File: src/rtl/decode_pkg.sv
// Shared decode definitions: RV32 opcodes, control encodings and control bundle layout.
package decode_pkg;

    localparam logic [6:0] OPC_LUI    = 7'b0110111;
    localparam logic [6:0] OPC_AUIPC  = 7'b0010111;
    localparam logic [6:0] OPC_JAL    = 7'b1101111;
    localparam logic [6:0] OPC_JALR   = 7'b1100111;
    localparam logic [6:0] OPC_BRANCH = 7'b1100011;
    localparam logic [6:0] OPC_LOAD   = 7'b0000011;
    localparam logic [6:0] OPC_STORE  = 7'b0100011;
    localparam logic [6:0] OPC_OPIMM  = 7'b0010011;
    localparam logic [6:0] OPC_OP     = 7'b0110011;
    localparam logic [6:0] F7_MDU     = 7'b0000001;

    localparam logic [1:0] RS_UPPER = 2'b00;
    localparam logic [1:0] RS_LINK  = 2'b01;
    localparam logic [1:0] RS_ALU   = 2'b10;

    localparam logic [1:0] SB_REG  = 2'b00;
    localparam logic [1:0] SB_UIMM = 2'b01;
    localparam logic [1:0] SB_JAL  = 2'b10;
    localparam logic [1:0] SB_IMM  = 2'b11;

    // ex_ctrl = {op, funct3, funct7, alu_src_a, alu_src_b, alu_result}
    localparam int EX_W        = 21;
    // mem_ctrl = {mem_write, jump, branch, ls_type}; flags sit above ls_type
    localparam int MEM_FLAGS_W = 3;
    // wb_ctrl = {reg_write, mem_to_reg, reg_src}
    localparam int WB_W        = 4;
    localparam int WB_RW_BIT   = 3;

endpackage

File: src/rtl/decode_ctrl_pipe_if.sv
// Decode-stage handshake: decoded instruction fields offered to the control pipeline.
interface decode_ctrl_pipe_if;
    logic       id_valid;
    logic       id_ready;
    logic [6:0] op;
    logic [2:0] funct3;
    logic [6:0] funct7;

    modport master (output id_valid, op, funct3, funct7, input id_ready);
    modport slave  (input id_valid, op, funct3, funct7, output id_ready);
endinterface

File: src/rtl/ctrl_decode.sv
// Combinational control decoder: instruction fields -> EX/MEM/WB control bundles.
// RV_MDU_EN makes OP with funct7=0000001 (mul/div) legal.
module ctrl_decode
    import decode_pkg::*;
#(
    parameter int LSW = 3
) (
    input  logic [6:0]                 i_op,
    input  logic [2:0]                 i_funct3,
    input  logic [6:0]                 i_funct7,
    output logic [EX_W-1:0]            o_ex_ctrl,
    output logic [LSW+MEM_FLAGS_W-1:0] o_mem_ctrl,
    output logic [WB_W-1:0]            o_wb_ctrl,
    output logic                       o_illegal
);

    logic       w_reg_write, w_mem_to_reg, w_alu_src_a, w_alu_result;
    logic       w_mem_write, w_jump, w_branch, w_illegal;
    logic [1:0] w_reg_src, w_alu_src_b;

    always_comb begin
        w_reg_write  = 1'b1;
        w_mem_to_reg = 1'b0;
        w_reg_src    = RS_ALU;
        w_alu_src_a  = 1'b1;
        w_alu_src_b  = SB_REG;
        w_alu_result = 1'b1;
        w_mem_write  = 1'b0;
        w_jump       = 1'b0;
        w_branch     = 1'b0;
        w_illegal    = 1'b0;
        case (i_op)
            OPC_LUI:    begin w_reg_src = RS_UPPER; w_alu_src_b = SB_UIMM; w_alu_result = 1'b0; end
            OPC_AUIPC:  begin w_reg_src = RS_UPPER; w_alu_src_b = SB_UIMM; w_alu_src_a = 1'b0; end
            OPC_JAL:    begin w_reg_src = RS_LINK; w_alu_src_b = SB_JAL; w_alu_src_a = 1'b0; w_jump = 1'b1; end
            OPC_JALR:   begin w_reg_src = RS_LINK; w_alu_src_b = SB_IMM; w_jump = 1'b1; end
            OPC_BRANCH: begin w_branch = 1'b1; w_reg_write = 1'b0; end
            OPC_LOAD:   begin w_alu_src_b = SB_IMM; w_mem_to_reg = 1'b1; end
            OPC_STORE:  begin w_alu_src_b = SB_IMM; w_mem_write = 1'b1; w_reg_write = 1'b0; end
            OPC_OPIMM:  begin w_alu_src_b = SB_IMM; end
            OPC_OP: begin
`ifndef RV_MDU_EN
                if (i_funct7 == F7_MDU) w_illegal = 1'b1;
`endif
            end
            default:    w_illegal = 1'b1;
        endcase
        // An unsupported instruction must never commit architectural state
        if (w_illegal) begin
            w_reg_write = 1'b0;
            w_mem_write = 1'b0;
        end
    end

    assign o_ex_ctrl  = {i_op, i_funct3, i_funct7, w_alu_src_a, w_alu_src_b, w_alu_result};
    assign o_mem_ctrl = {w_mem_write, w_jump, w_branch, LSW'(i_funct3)};
    assign o_wb_ctrl  = {w_reg_write, w_mem_to_reg, w_reg_src};
    assign o_illegal  = w_illegal;

endmodule

File: src/rtl/decode_ctrl_pipe.sv
// EX/MEM/WB control pipeline fed by the decoder, with stall/flush and a multicycle MDU hold.
// RV_MDU_EN enables mul/div decode and the EX occupancy counter; otherwise mdu_busy is 0.
module decode_ctrl_pipe
    import decode_pkg::*;
#(
    parameter int MUL_LAT = 3,
    parameter int DIV_LAT = 16,
    parameter int LSW     = 3
) (
    input  logic                       clk,
    input  logic                       rst_n,
    decode_ctrl_pipe_if.slave          id,
    input  logic                       stall,
    input  logic                       flush,
    output logic                       ex_valid,
    output logic                       mem_valid,
    output logic                       wb_valid,
    output logic [EX_W-1:0]            ex_ctrl,
    output logic [LSW+MEM_FLAGS_W-1:0] mem_ctrl,
    output logic [WB_W-1:0]            wb_ctrl,
    output logic                       illegal,
    output logic                       mdu_busy
);

    localparam int MEM_W = LSW + MEM_FLAGS_W;

    if (MUL_LAT < 1 || MUL_LAT > 15 || DIV_LAT < 1 || DIV_LAT > 31 || LSW < 1) begin : g_bad_cfg
        $error("decode_ctrl_pipe: MUL_LAT/DIV_LAT/LSW out of range");
    end

    logic [EX_W-1:0]  w_dec_ex;
    logic [MEM_W-1:0] w_dec_mem;
    logic [WB_W-1:0]  w_dec_wb;
    logic             w_dec_illegal;
    logic             w_mdu_busy, w_ex_adv, w_accept, w_ex_to_mem;

    logic             r_ex_valid, r_ex_illegal, r_mem_valid, r_wb_valid;
    logic [EX_W-1:0]  r_ex_ctrl;
    logic [MEM_W-1:0] r_ex_mem, r_mem_ctrl;
    logic [WB_W-1:0]  r_ex_wb, r_mem_wb, r_wb_ctrl;

    ctrl_decode #(.LSW(LSW)) u_dec (
        .i_op       (id.op),
        .i_funct3   (id.funct3),
        .i_funct7   (id.funct7),
        .o_ex_ctrl  (w_dec_ex),
        .o_mem_ctrl (w_dec_mem),
        .o_wb_ctrl  (w_dec_wb),
        .o_illegal  (w_dec_illegal)
    );

    assign w_ex_adv    = !stall && !w_mdu_busy;
    assign id.id_ready = w_ex_adv && !flush;
    assign w_accept    = id.id_valid && id.id_ready;
    // The EX instruction is killed by flush, so it never moves on to MEM that edge
    assign w_ex_to_mem = w_ex_adv && !flush;

    always_ff @(posedge clk or negedge rst_n) begin
        if (!rst_n) begin
            r_ex_valid   <= 1'b0;
            r_ex_illegal <= 1'b0;
            r_ex_ctrl    <= '0;
            r_ex_mem     <= '0;
            r_ex_wb      <= '0;
            r_mem_valid  <= 1'b0;
            r_mem_ctrl   <= '0;
            r_mem_wb     <= '0;
            r_wb_valid   <= 1'b0;
            r_wb_ctrl    <= '0;
        end else begin
            if (flush) begin
                r_ex_valid <= 1'b0;
            end else if (w_ex_adv) begin
                r_ex_valid <= w_accept;
                if (w_accept) begin
                    r_ex_ctrl    <= w_dec_ex;
                    r_ex_mem     <= w_dec_mem;
                    r_ex_wb      <= w_dec_wb;
                    r_ex_illegal <= w_dec_illegal;
                end
            end
            r_mem_valid <= r_ex_valid && w_ex_to_mem;
            if (w_ex_to_mem) begin
                r_mem_ctrl <= r_ex_mem;
                r_mem_wb   <= r_ex_wb;
            end
            r_wb_valid <= r_mem_valid;
            r_wb_ctrl  <= r_mem_wb;
        end
    end

`ifdef RV_MDU_EN
    logic [4:0] r_mdu_cnt;
    logic       w_mdu_start;

    assign w_mdu_start = w_accept && (id.op == OPC_OP) && (id.funct7 == F7_MDU);

    // Counts remaining extra EX cycles; keeps running even while stalled
    always_ff @(posedge clk or negedge rst_n) begin
        if (!rst_n) begin
            r_mdu_cnt <= '0;
        end else if (flush) begin
            r_mdu_cnt <= '0;
        end else if (w_mdu_start) begin
            r_mdu_cnt <= id.funct3[2] ? 5'(DIV_LAT - 1) : 5'(MUL_LAT - 1);
        end else if (r_mdu_cnt != 5'd0) begin
            r_mdu_cnt <= r_mdu_cnt - 5'd1;
        end
    end

    assign w_mdu_busy = (r_mdu_cnt != 5'd0);
`else
    assign w_mdu_busy = 1'b0;
`endif

    assign ex_valid  = r_ex_valid;
    assign mem_valid = r_mem_valid;
    assign wb_valid  = r_wb_valid;
    assign ex_ctrl   = r_ex_ctrl;
    // Side-effecting flags read 0 in an empty stage; data fields keep their held values
    assign mem_ctrl  = {r_mem_ctrl[MEM_W-1:LSW] & {MEM_FLAGS_W{r_mem_valid}}, r_mem_ctrl[LSW-1:0]};
    assign wb_ctrl   = {r_wb_ctrl[WB_RW_BIT] & r_wb_valid, r_wb_ctrl[WB_RW_BIT-1:0]};
    assign illegal   = r_ex_illegal && r_ex_valid;
    assign mdu_busy  = w_mdu_busy;

endmodule

File: src/flat_wrapper.sv
// flat-port wrapper written by rule: the top's interface ports become plain ports
module decode_ctrl_pipe_flat import decode_pkg::*;
#(
    parameter int MUL_LAT = 3,
    parameter int DIV_LAT = 16,
    parameter int LSW     = 3
)
  (clk, rst_n, stall, flush, ex_valid, mem_valid, wb_valid, ex_ctrl, mem_ctrl, wb_ctrl, illegal, mdu_busy, id_id_valid, id_op, id_funct3, id_funct7, id_id_ready);
  decode_ctrl_pipe_if id_i ();
  input  logic clk;
  input  logic rst_n;
  input  logic stall;
  input  logic flush;
  output logic ex_valid;
  output logic mem_valid;
  output logic wb_valid;
  output logic [EX_W-1:0] ex_ctrl;
  output logic [LSW+MEM_FLAGS_W-1:0] mem_ctrl;
  output logic [WB_W-1:0] wb_ctrl;
  output logic illegal;
  output logic mdu_busy;
  input wire logic [$bits(id_i.id_valid)-1:0] id_id_valid;
  input wire logic [$bits(id_i.op)-1:0] id_op;
  input wire logic [$bits(id_i.funct3)-1:0] id_funct3;
  input wire logic [$bits(id_i.funct7)-1:0] id_funct7;
  output wire logic [$bits(id_i.id_ready)-1:0] id_id_ready;
  assign id_i.id_valid = id_id_valid;
  assign id_i.op = id_op;
  assign id_i.funct3 = id_funct3;
  assign id_i.funct7 = id_funct7;
  assign id_id_ready = id_i.id_ready;
  decode_ctrl_pipe #(.MUL_LAT(MUL_LAT), .DIV_LAT(DIV_LAT), .LSW(LSW)) u_core (.clk(clk), .rst_n(rst_n), .id(id_i), .stall(stall), .flush(flush), .ex_valid(ex_valid), .mem_valid(mem_valid), .wb_valid(wb_valid), .ex_ctrl(ex_ctrl), .mem_ctrl(mem_ctrl), .wb_ctrl(wb_ctrl), .illegal(illegal), .mdu_busy(mdu_busy));
endmodule
File: config.mk
export PLATFORM = sky130hd
export DESIGN_NAME = decode_ctrl_pipe_flat
export DESIGN_NICKNAME = d
export VERILOG_FILES = /design/src/rtl/decode_pkg.sv /design/src/rtl/decode_ctrl_pipe_if.sv /design/src/rtl/ctrl_decode.sv /design/src/rtl/decode_ctrl_pipe.sv /design/src/flat_wrapper.sv
export SDC_FILE = /design/constraint.sdc
export NUM_CORES = 1
export LEC_CHECK = 0
export BUFFER_PORTS_ARGS = -buffer_cell sky130_fd_sc_hd__buf_2
export CORE_MARGIN = 5
export CORE_UTILIZATION = 50
export DETAILED_ROUTE_END_ITERATION = 16
export GPL_TIMING_DRIVEN = 0
export PLACE_DENSITY = 0.81
export SETUP_SLACK_MARGIN = 0.15
export SYNTH_ARGS = -nofsm -noshare
export SYNTH_HDL_FRONTEND = slang
export SYNTH_SLANG_ARGS = --single-unit
File: constraint.sdc
create_clock -name clk -period 0.9 [get_ports clk]
set_input_delay 0.135 -clock clk [delete_from_list [all_inputs] [get_ports clk]]
set_output_delay 0.135 -clock clk [all_outputs]
set_load 0.01 [all_outputs]
==> results of run 1 <==
routing by layer:
metal	global-route usage	part of all wire	wire length, um
met1	0.228	0.41	1930
met2	0.326	0.50	2370
met4	0.0564	0.021	98
met3	0.0668	0.064	303
met5	0	0	0
sequential cells by signal, indices dropped and copies added, names as in the netlist:
| signal | count |
|---|---|
| u_core.r_ex_mem | 5 |
| u_core.r_ex_wb | 4 |
| u_core.ex_valid | 1 |
| u_core.wb_valid | 1 |
| u_core.r_mem_wb | 3 |
| u_core.r_wb_ctrl | 4 |
| u_core.r_ex_illegal | 1 |
| u_core.r_mem_ctrl | 6 |
| u_core.ex_ctrl | 18 |
| u_core.mem_valid | 1 |
layout make-up:
| type | count | area share |
|---|---|---|
| buffer | 18 | 0.0742 |
| timing repair buffer | 79 | 0.221 |
| sequential | 44 | 0.380 |
| multi-input combinational | 114 | 0.268 |
| inverter | 2 | 0.00259 |
| clock inverter | 1 | 0.0104 |
| clock buffer | 5 | 0.0237 |
| tap | 48 | 0.0207 |
per-stage QoR:
step	total power, uW	std cells	utilization	hold slack [ns]
floorplan	2870	178	-	-0.161
global placement	3220	281	0.643	0.329
CTS	4980	303	0.755	0.0156
finish	5140	311	0.804	-0.130
global route	5380	311	0.804	-0.0897
detailed placement	3240	281	0.643	0.334
cells by family after synthesis:
group / Yosys count / synth area share
AOI/OAI and AO/OA: 16 / 0.0635
buffers and inverters: 20 / 0.0614
DFF: 44 / 0.601
muxes: 10 / 0.0608
other: 1 / 0.00205
and+or+nand+nor: 87 / 0.212
final timing paths:
check	from	endpoint	slack (ns)
max in group asynchronous	rst_n	u_core.ex_ctrl[7]	0.64
worst min-delay path	rst_n	u_core.r_ex_illegal	-0.13
min in group clk	flush	u_core.ex_valid	0.02
worst max-delay path	id_funct7[2]	u_core.r_ex_illegal	-0.38
worst max register to register	u_core.r_ex_mem[0]	u_core.r_mem_ctrl[0]	-0.10
worst min register to register	u_core.r_mem_wb[3]	u_core.r_wb_ctrl[3]	0.39
report_power, final:
| part | internal, uW | switching, uW | total (uW) |
|---|---|---|---|
| Sequential | 2210 | 146 | 2350 |
| Clock | 796 | 617 | 1410 |
| Combinational | 835 | 544 | 1380 |
| Total | 3840 | 1310 | 5140 |
cell usage in the layout (no fill, tap or decap), types with 3 or more instances in the layout:
cell,synthesis,layout
buf_2,0,35
buf_8,0,4
nand3b_1,3,3
nand2_1,60,53
mux2_4,0,9
dfrtp_1,44,44
nor2_1,5,4
nand2_2,0,6
and2_1,6,5
buf_4,10,14
buf_6,0,37
clkbuf_8,0,8
critical path, stage by stage:
cell and delay [ns]:
buf_6 0.09, or4_4 0.51, or4_4 0.44, o211ai_4 0.19
o21a_1 0.14
cell usage after synthesis, drive strengths merged:
library cell,instances
mux2i,1
a31oi,1
nand2b,1
nor3b,1
and3,2
o32ai,1
o21a,1
nor2b,2
nand2,60
or4,2
o22a,2
nor4,1
conb,1
inv,2
a211oi,1
o31ai,2
o41ai,1
nor3,2
o21ai,5
clkbuf,7
mux2,9
nor2,5
a21o,1
nand3b,3
nand3,1
dfrtp,44
buf,11
o211ai,1
nand4b,1
and2,6
repair_timing:
item,in CTS,in global routing
endpoints found under the hold margin,0,44
setup endpoints to repair,62,102
resized for setup,37,29
pin swaps,4,9
setup buffers,16,8
==> flow_summary.yaml, run 1 <==
run_status:
  status: "complete, but fails checks"
  violations: "negative hold slack, negative setup slack"
placed_design:
  numPortBuffers: 55
  place_area_sq_um: 2320
  place_congestion: 0.801
  dp_hpwl_um: 2930
  pre_cts_ws_ns: -0.725
cts:
  cts_sinks: 44
  clockBufferDepth: 2
  cts-root-buf: "clkbuf_8"
  tritoncts: "yes"
  htree_num_levels: 2
  clk_pin_slew_ns: 0.08
  cts_hold_buffers: 0
  cts_made_buffers: 5
  clk_latency_ns: 0.29
worst_setup_path:
  worstPathRequired_ns: 1.14
  cp.arrival_ns: 1.52
  critPathCaptureType: "register"
  crit_path_start_kind: "input pin"
  r2r_cells: 3
  criticalPathCategory: "input pin to register"
  critPathMaxFanout: 2
timing:
  fmax_ghz: 0.781
  skew_ns: 0.00309
  min_period_ns: 1.28
  fin_setup_tns_ns: -4.40
  setup_violations: 38
  setup_ws_ns: -0.380
  holdWs_ns: -0.130
  fin_crit_sh: 1.42
  rsz0062_at_grt: "yes"
  worst_slew_pin_slew_ns: 0.583
  finalMaxSlewViolations: 0
  finalHoldViolations: 44
  maxSlewHeadroom: 0.611
floorplanning:
  die_x_um: 70.5
  ios: 59
  core_sq_um: 3610
  dieArea_sq_um: 4980
  row_count: 22
  die_h_um: 70.5
  initial_core_util: 0.508
final_layout:
  antenna_cells: 0
  nNetsFinal: 286
  area_delta_synth_final_pct: 58.2
  drive_gt1_frac: 0.502
  fin_area_sq_um: 2900
  regArea_sq_um: 1100
  multi_input_area_sq_um: 776
  fill_cells: 212
detailed_routing:
  totalWireLength_um: 4710
  drt-pass1-iter-count: 4
  viasPerCell: 5.07
  route.detailed.drc: 0
  drtAntennaViolNets: 0
  vias: 1576
  drt_iter0_markers: 54
  wl_per_cell_um: 15.1
synth:
  ys_top_cells_by_area: "dfrtp_1 60%, nand2_1 12%, mux2_2 5.5%, buf_4 4.1%, and2_1 2.0%"
  syn_area_sq_um: 1830
  netlist_instances: 178
  yosysTopAreaCell: "dfrtp_1"
  postSynthAreaPerCell_sq_um: 10.3
  synth_top_cell_area_share: 0.601
  yosys_warnings: 0
  ys_ff_latch: 44
  synthesis.nets: 200
  synth.distinct_cells: 31
  yosysSeqAreaShare: 0.601
global_route:
  grt_pass1_wl_um: 7520
  grt-ovfl-total: 0
  grt_antenna_before_repair: 0
  grt_max_degree: 45
  grt_pass1_vias: 1600
  track_usage: 0.191
power:
  p_per_area_nw_per_um2: 1770
  max-vdd-ir-drop_v: 0.00107
  p_leak_uw: 0.00151
worst_hold_path:
  hp-class: "input pin to async pin"
flow_run:
  drv_cap: 0
No activity file was read; power rests on OpenSTA's default activity.
==> run 2: changes to the inputs <==
- CORE_UTILIZATION: 50 -> 40
- PLACE_DENSITY: 0.81 -> not set
- PLACE_DENSITY_LB_ADDON: not set -> 0.2
==> flow_summary.yaml, run 2 (synthesis results as in run 1) <==
run_status:
  status: "complete, but fails checks"
  violations: "negative hold slack, negative setup slack"
global_route:
  grt_max_degree: 45
  grt_pass1_wl_um: 7210
  grt_pass1_vias: 1499
  track_usage: 0.146
  grt-ovfl-total: 0
  grt_antenna_before_repair: 0
detailed_routing:
  wl_per_cell_um: 14.9
  drt_iter0_markers: 111
  totalWireLength_um: 4930
  drtAntennaViolNets: 0
  route.detailed.drc: 0
  viasPerCell: 4.84
  drt-pass1-iter-count: 4
  vias: 1608
worst_hold_path:
  hp-class: "input pin to async pin"
placed_design:
  place_congestion: 0.756
  numPortBuffers: 55
  dp_hpwl_um: 2930
  pre_cts_ws_ns: -0.739
  place_area_sq_um: 2320
timing:
  finalMaxSlewViolations: 0
  fmax_ghz: 0.772
  holdWs_ns: -0.115
  worst_slew_pin_slew_ns: 0.606
  maxSlewHeadroom: 0.596
  finalHoldViolations: 44
  setup_ws_ns: -0.395
  rsz0062_at_grt: "yes"
  fin_crit_sh: 1.44
  skew_ns: 0.00207
  min_period_ns: 1.29
  setup_violations: 41
worst_setup_path:
  criticalPathCategory: "input pin to register"
  r2r_cells: 3
  crit_chain: "buf_6, or4_4, or4_4, o211ai_4, o21a_1"
  path_buf_inv: 1
  crit_path_start_kind: "input pin"
  max_stage_delay_ns: 0.52
  cp.depth: 5
  r2r_start: "u_core.r_ex_mem[0]"
  crit_slowest_cell: "or4_4"
  worstPathRequired_ns: 1.13
  cp.arrival_ns: 1.52
  critPathMaxFanout: 2
  cp_top_family: "simple AND/OR/NAND/NOR gates"
  cp_common_cell: "or4_4"
  critPathCaptureType: "register"
  rrSetupSlack_ns: -0.10
  timing.rr.end: "u_core.r_mem_ctrl[0]"
cts:
  cts_sinks: 44
  clk_latency_ns: 0.29
  tritoncts: "yes"
  cts_made_buffers: 5
  cts-root-buf: "clkbuf_8"
  htree_num_levels: 2
  clockBufferDepth: 2
  clk_pin_slew_ns: 0.08
final_layout:
  drive_gt1_frac: 0.557
  area_delta_synth_final_pct: 69.0
  final_cell_mix: "46 x buf_6, 46 x nand2_1, 44 x dfrtp_1"
  antenna_cells: 0
  nNetsFinal: 301
  largest_register_ffs: 18
  fin_area_sq_um: 3100
floorplanning:
  initial_core_util: 0.415
  ios: 59
  dieArea_sq_um: 6040
  die_h_um: 77.7
  core_sq_um: 4410
  row_count: 24
  die_x_um: 77.7
flow_run:
  drv_cap: 0
power:
  max-vdd-ir-drop_v: 0.000827
  p_per_area_nw_per_um2: 1660
  p_leak_uw: 0.00163
[run 2: changes by cell type in the layout (fill, tap and decap cells not counted), sizes merged]
cell,change
bufinv,-1
dlygate4sd3,+1
buf,+14
clkbuf,+3
[run 2: worst max path at each step]
stage	startpoint	end
2_1_floorplan	id_funct7[2]	u_core.r_ex_wb[3]
3_3_place_gp	id_funct7[2]	u_core.r_ex_wb[3]
3_5_place_dp	id_funct7[2]	u_core.r_ex_wb[3]
4_1_cts	id_funct7[2]	u_core.r_ex_illegal
5_1_grt	id_funct7[2]	u_core.r_ex_illegal
6_report	id_funct7[2]	u_core.r_ex_illegal
[run 2: final cells by class]
cell class	count	area, sq um
multi-input combinational	114	813
timing repair buffer	94	798
clock buffer	8	90.1
sequential	44	1100
fill	318	1320
buffer	18	223
tap	52	65.1
inverter	2	7.51
[run 2: power breakdown]
part,switching [uW],internal (uW)
sequential,151,2210
clock,615,626
combinational,592,946
[run 2: layer usage]
layer	track usage	vias to the layer above	wire, um
li1	-	781	-
met1	0.199	772	2060
met2	0.224	50	2490
met3	0.0486	5	336
met4	0.0412	0	43
met5	0	-	0
[run 2: repair_timing]
item / CTS / global route
hold endpoints to repair: 0 / 45
setup endpoints to repair: 66 / 116
gates resized for setup: 35 / 57
cloned: 2 / 1
hold buffers: 0 / 1
pin swaps: 4 / 18
buffers inserted: 19 / 16
[run 2: metrics by stage]
step                      total power (uW)  cells  setup TNS, ns   util
final                                 5130    332          -4.41  0.702
after global routing                  5420    332          -6.10  0.702
after CTS                             4830    314          -4.29  0.623
after detailed placement              3250    285         -11.58  0.526
after global placement                3230    285         -10.77  0.526
after floorplan                       2870    178          -1.04      -
==> run 3: changes to the inputs <==
- SKIP_LAST_GASP: not set -> 1
==> flow_summary.yaml, run 3 (synthesis results as in run 1) <==
run_status:
  violations: "negative hold slack, negative setup slack"
  status: "complete, but fails checks"
global_route:
  grt_pass1_wl_um: 7160
  grt_max_degree: 45
  grt_antenna_before_repair: 0
  track_usage: 0.145
  grt_pass1_vias: 1489
  grt-ovfl-total: 0
floorplanning:
  die_x_um: 77.7
  ios: 59
  row_count: 24
  core_sq_um: 4410
  die_h_um: 77.7
  initial_core_util: 0.415
  dieArea_sq_um: 6040
worst_hold_path:
  hp-class: "input pin to async pin"
detailed_routing:
  drt-pass1-iter-count: 4
  vias: 1596
  drt_iter0_markers: 106
  drtAntennaViolNets: 0
  wl_per_cell_um: 14.8
  viasPerCell: 4.84
  totalWireLength_um: 4870
  route.detailed.drc: 0
timing:
  setup_ws_ns: -0.392
  setup_violations: 41
  finalHoldViolations: 44
  fin_crit_sh: 1.44
  min_period_ns: 1.29
  fin_setup_tns_ns: -4.57
  fmax_ghz: 0.774
  rsz0062_at_grt: "yes"
  finalMaxSlewViolations: 0
  holdWs_ns: -0.128
  worst_slew_pin_slew_ns: 0.606
  skew_ns: 0.00438
  maxSlewHeadroom: 0.596
worst_setup_path:
  cp_common_cell: "or4_4"
  path_buf_inv: 1
  crit_path_start_kind: "input pin"
  critPathCaptureType: "register"
  crit_slowest_cell: "or4_4"
  cp.arrival_ns: 1.52
  crit_chain: "buf_6, or4_4, or4_4, o211ai_4, o21a_1"
  max_stage_delay_ns: 0.52
  worstPathRequired_ns: 1.13
  cp_top_family: "simple AND/OR/NAND/NOR gates"
  critPathMaxFanout: 2
  criticalPathCategory: "input pin to register"
cts:
  clk_latency_ns: 0.29
  tritoncts: "yes"
  htree_num_levels: 2
  clk_pin_slew_ns: 0.08
  cts_sinks: 44
  cts-root-buf: "clkbuf_8"
  cts_hold_buffers: 0
  cts_made_buffers: 5
  clockBufferDepth: 2
final_layout:
  area_delta_synth_final_pct: 65.0
  fill_cells: 333
  largest_register_ffs: 18
  drive_gt1_frac: 0.550
  antenna_cells: 0
  nNetsFinal: 299
  final_cell_mix: "48 x nand2_1, 44 x dfrtp_1, 41 x buf_6"
  layout_commonest_cell: "nand2_1"
power:
  total_power_uw: 5110
  max-vdd-ir-drop_v: 0.000789
  p_per_area_nw_per_um2: 1690
  p_leak_uw: 0.00160
flow_run:
  drv_cap: 0
placed_design:
  numPortBuffers: 55
  dp_hpwl_um: 2930
  place_congestion: 0.756
[run 3: per-stage QoR]
step / hold WS [ns] / worst slack, ns / std cells / cell area [sq um] / util
final: -0.128 / -0.392 / 330 / 3020 / 0.685
after global routing: -0.0781 / -0.415 / 330 / 3020 / 0.685
after floorplan: -0.161 / -0.501 / 178 / 1980 / -
after global placement: 0.332 / -0.736 / 285 / 2320 / 0.526
after CTS: 0.0149 / -0.399 / 314 / 2740 / 0.621
after detailed placement: 0.340 / -0.739 / 285 / 2320 / 0.526
[run 3: area by class of cell]
type | count | area, sq um | area share
flip-flops and latches | 44 | 1100 | 0.364
inverters | 2 | 7.51 | 0.00248
repair buffers | 92 | 748 | 0.247
well taps | 52 | 65.1 | 0.0215
multi-input cells | 114 | 796 | 0.263
plain buffers | 18 | 216 | 0.0716
clock buffers | 8 | 90.1 | 0.0298
[run 3: power by group]
group / internal (uW) / switching (uW) / total, uW
logic: 919 / 579 / 1500
clock network: 626 / 629 / 1260
registers: 2210 / 147 / 2350
[run 3: path summary, 6_finish.rpt]
path                                    start                    to  slack [ns]  cells after the start
setup / recovery                 id_funct7[2]   u_core.r_ex_illegal       -0.39                      5
hold / removal                          rst_n   u_core.r_wb_ctrl[2]       -0.13                      1
setup reg to reg           u_core.r_ex_mem[0]  u_core.r_mem_ctrl[0]       -0.10                      3
hold reg to reg            u_core.r_mem_wb[1]   u_core.r_wb_ctrl[1]        0.38                      0
max in group asynchronous               rst_n     u_core.ex_ctrl[1]        0.62                      1
min in group clk                        flush       u_core.ex_valid        0.01                      2
[run 3: layer usage]
metal | vias up | routed length (um) | GRT usage
met2 | 46 | 2510 | 0.225
met4 | 0 | 49 | 0.0412
li1 | 775 | - | -
met5 | - | 0 | 0
met3 | 5 | 320 | 0.0486
met1 | 770 | 1990 | 0.195
[run 3: what timing repair did]
item | 4_1_cts | 5_1_grt
pin swaps | 4 | 12
cloned | 2 | 0
buffers inserted | 19 | 16
endpoints found under the setup margin | 66 | 116
resized for setup | 33 | 48
hold endpoints to repair | 0 | 44
[run 3: worst reg2reg max path, cell delays in order, from the launching register on]
cell,delay (ns)
dfrtp_1,0.41
buf_6,0.13
buf_6,0.11
mux2_4,0.25
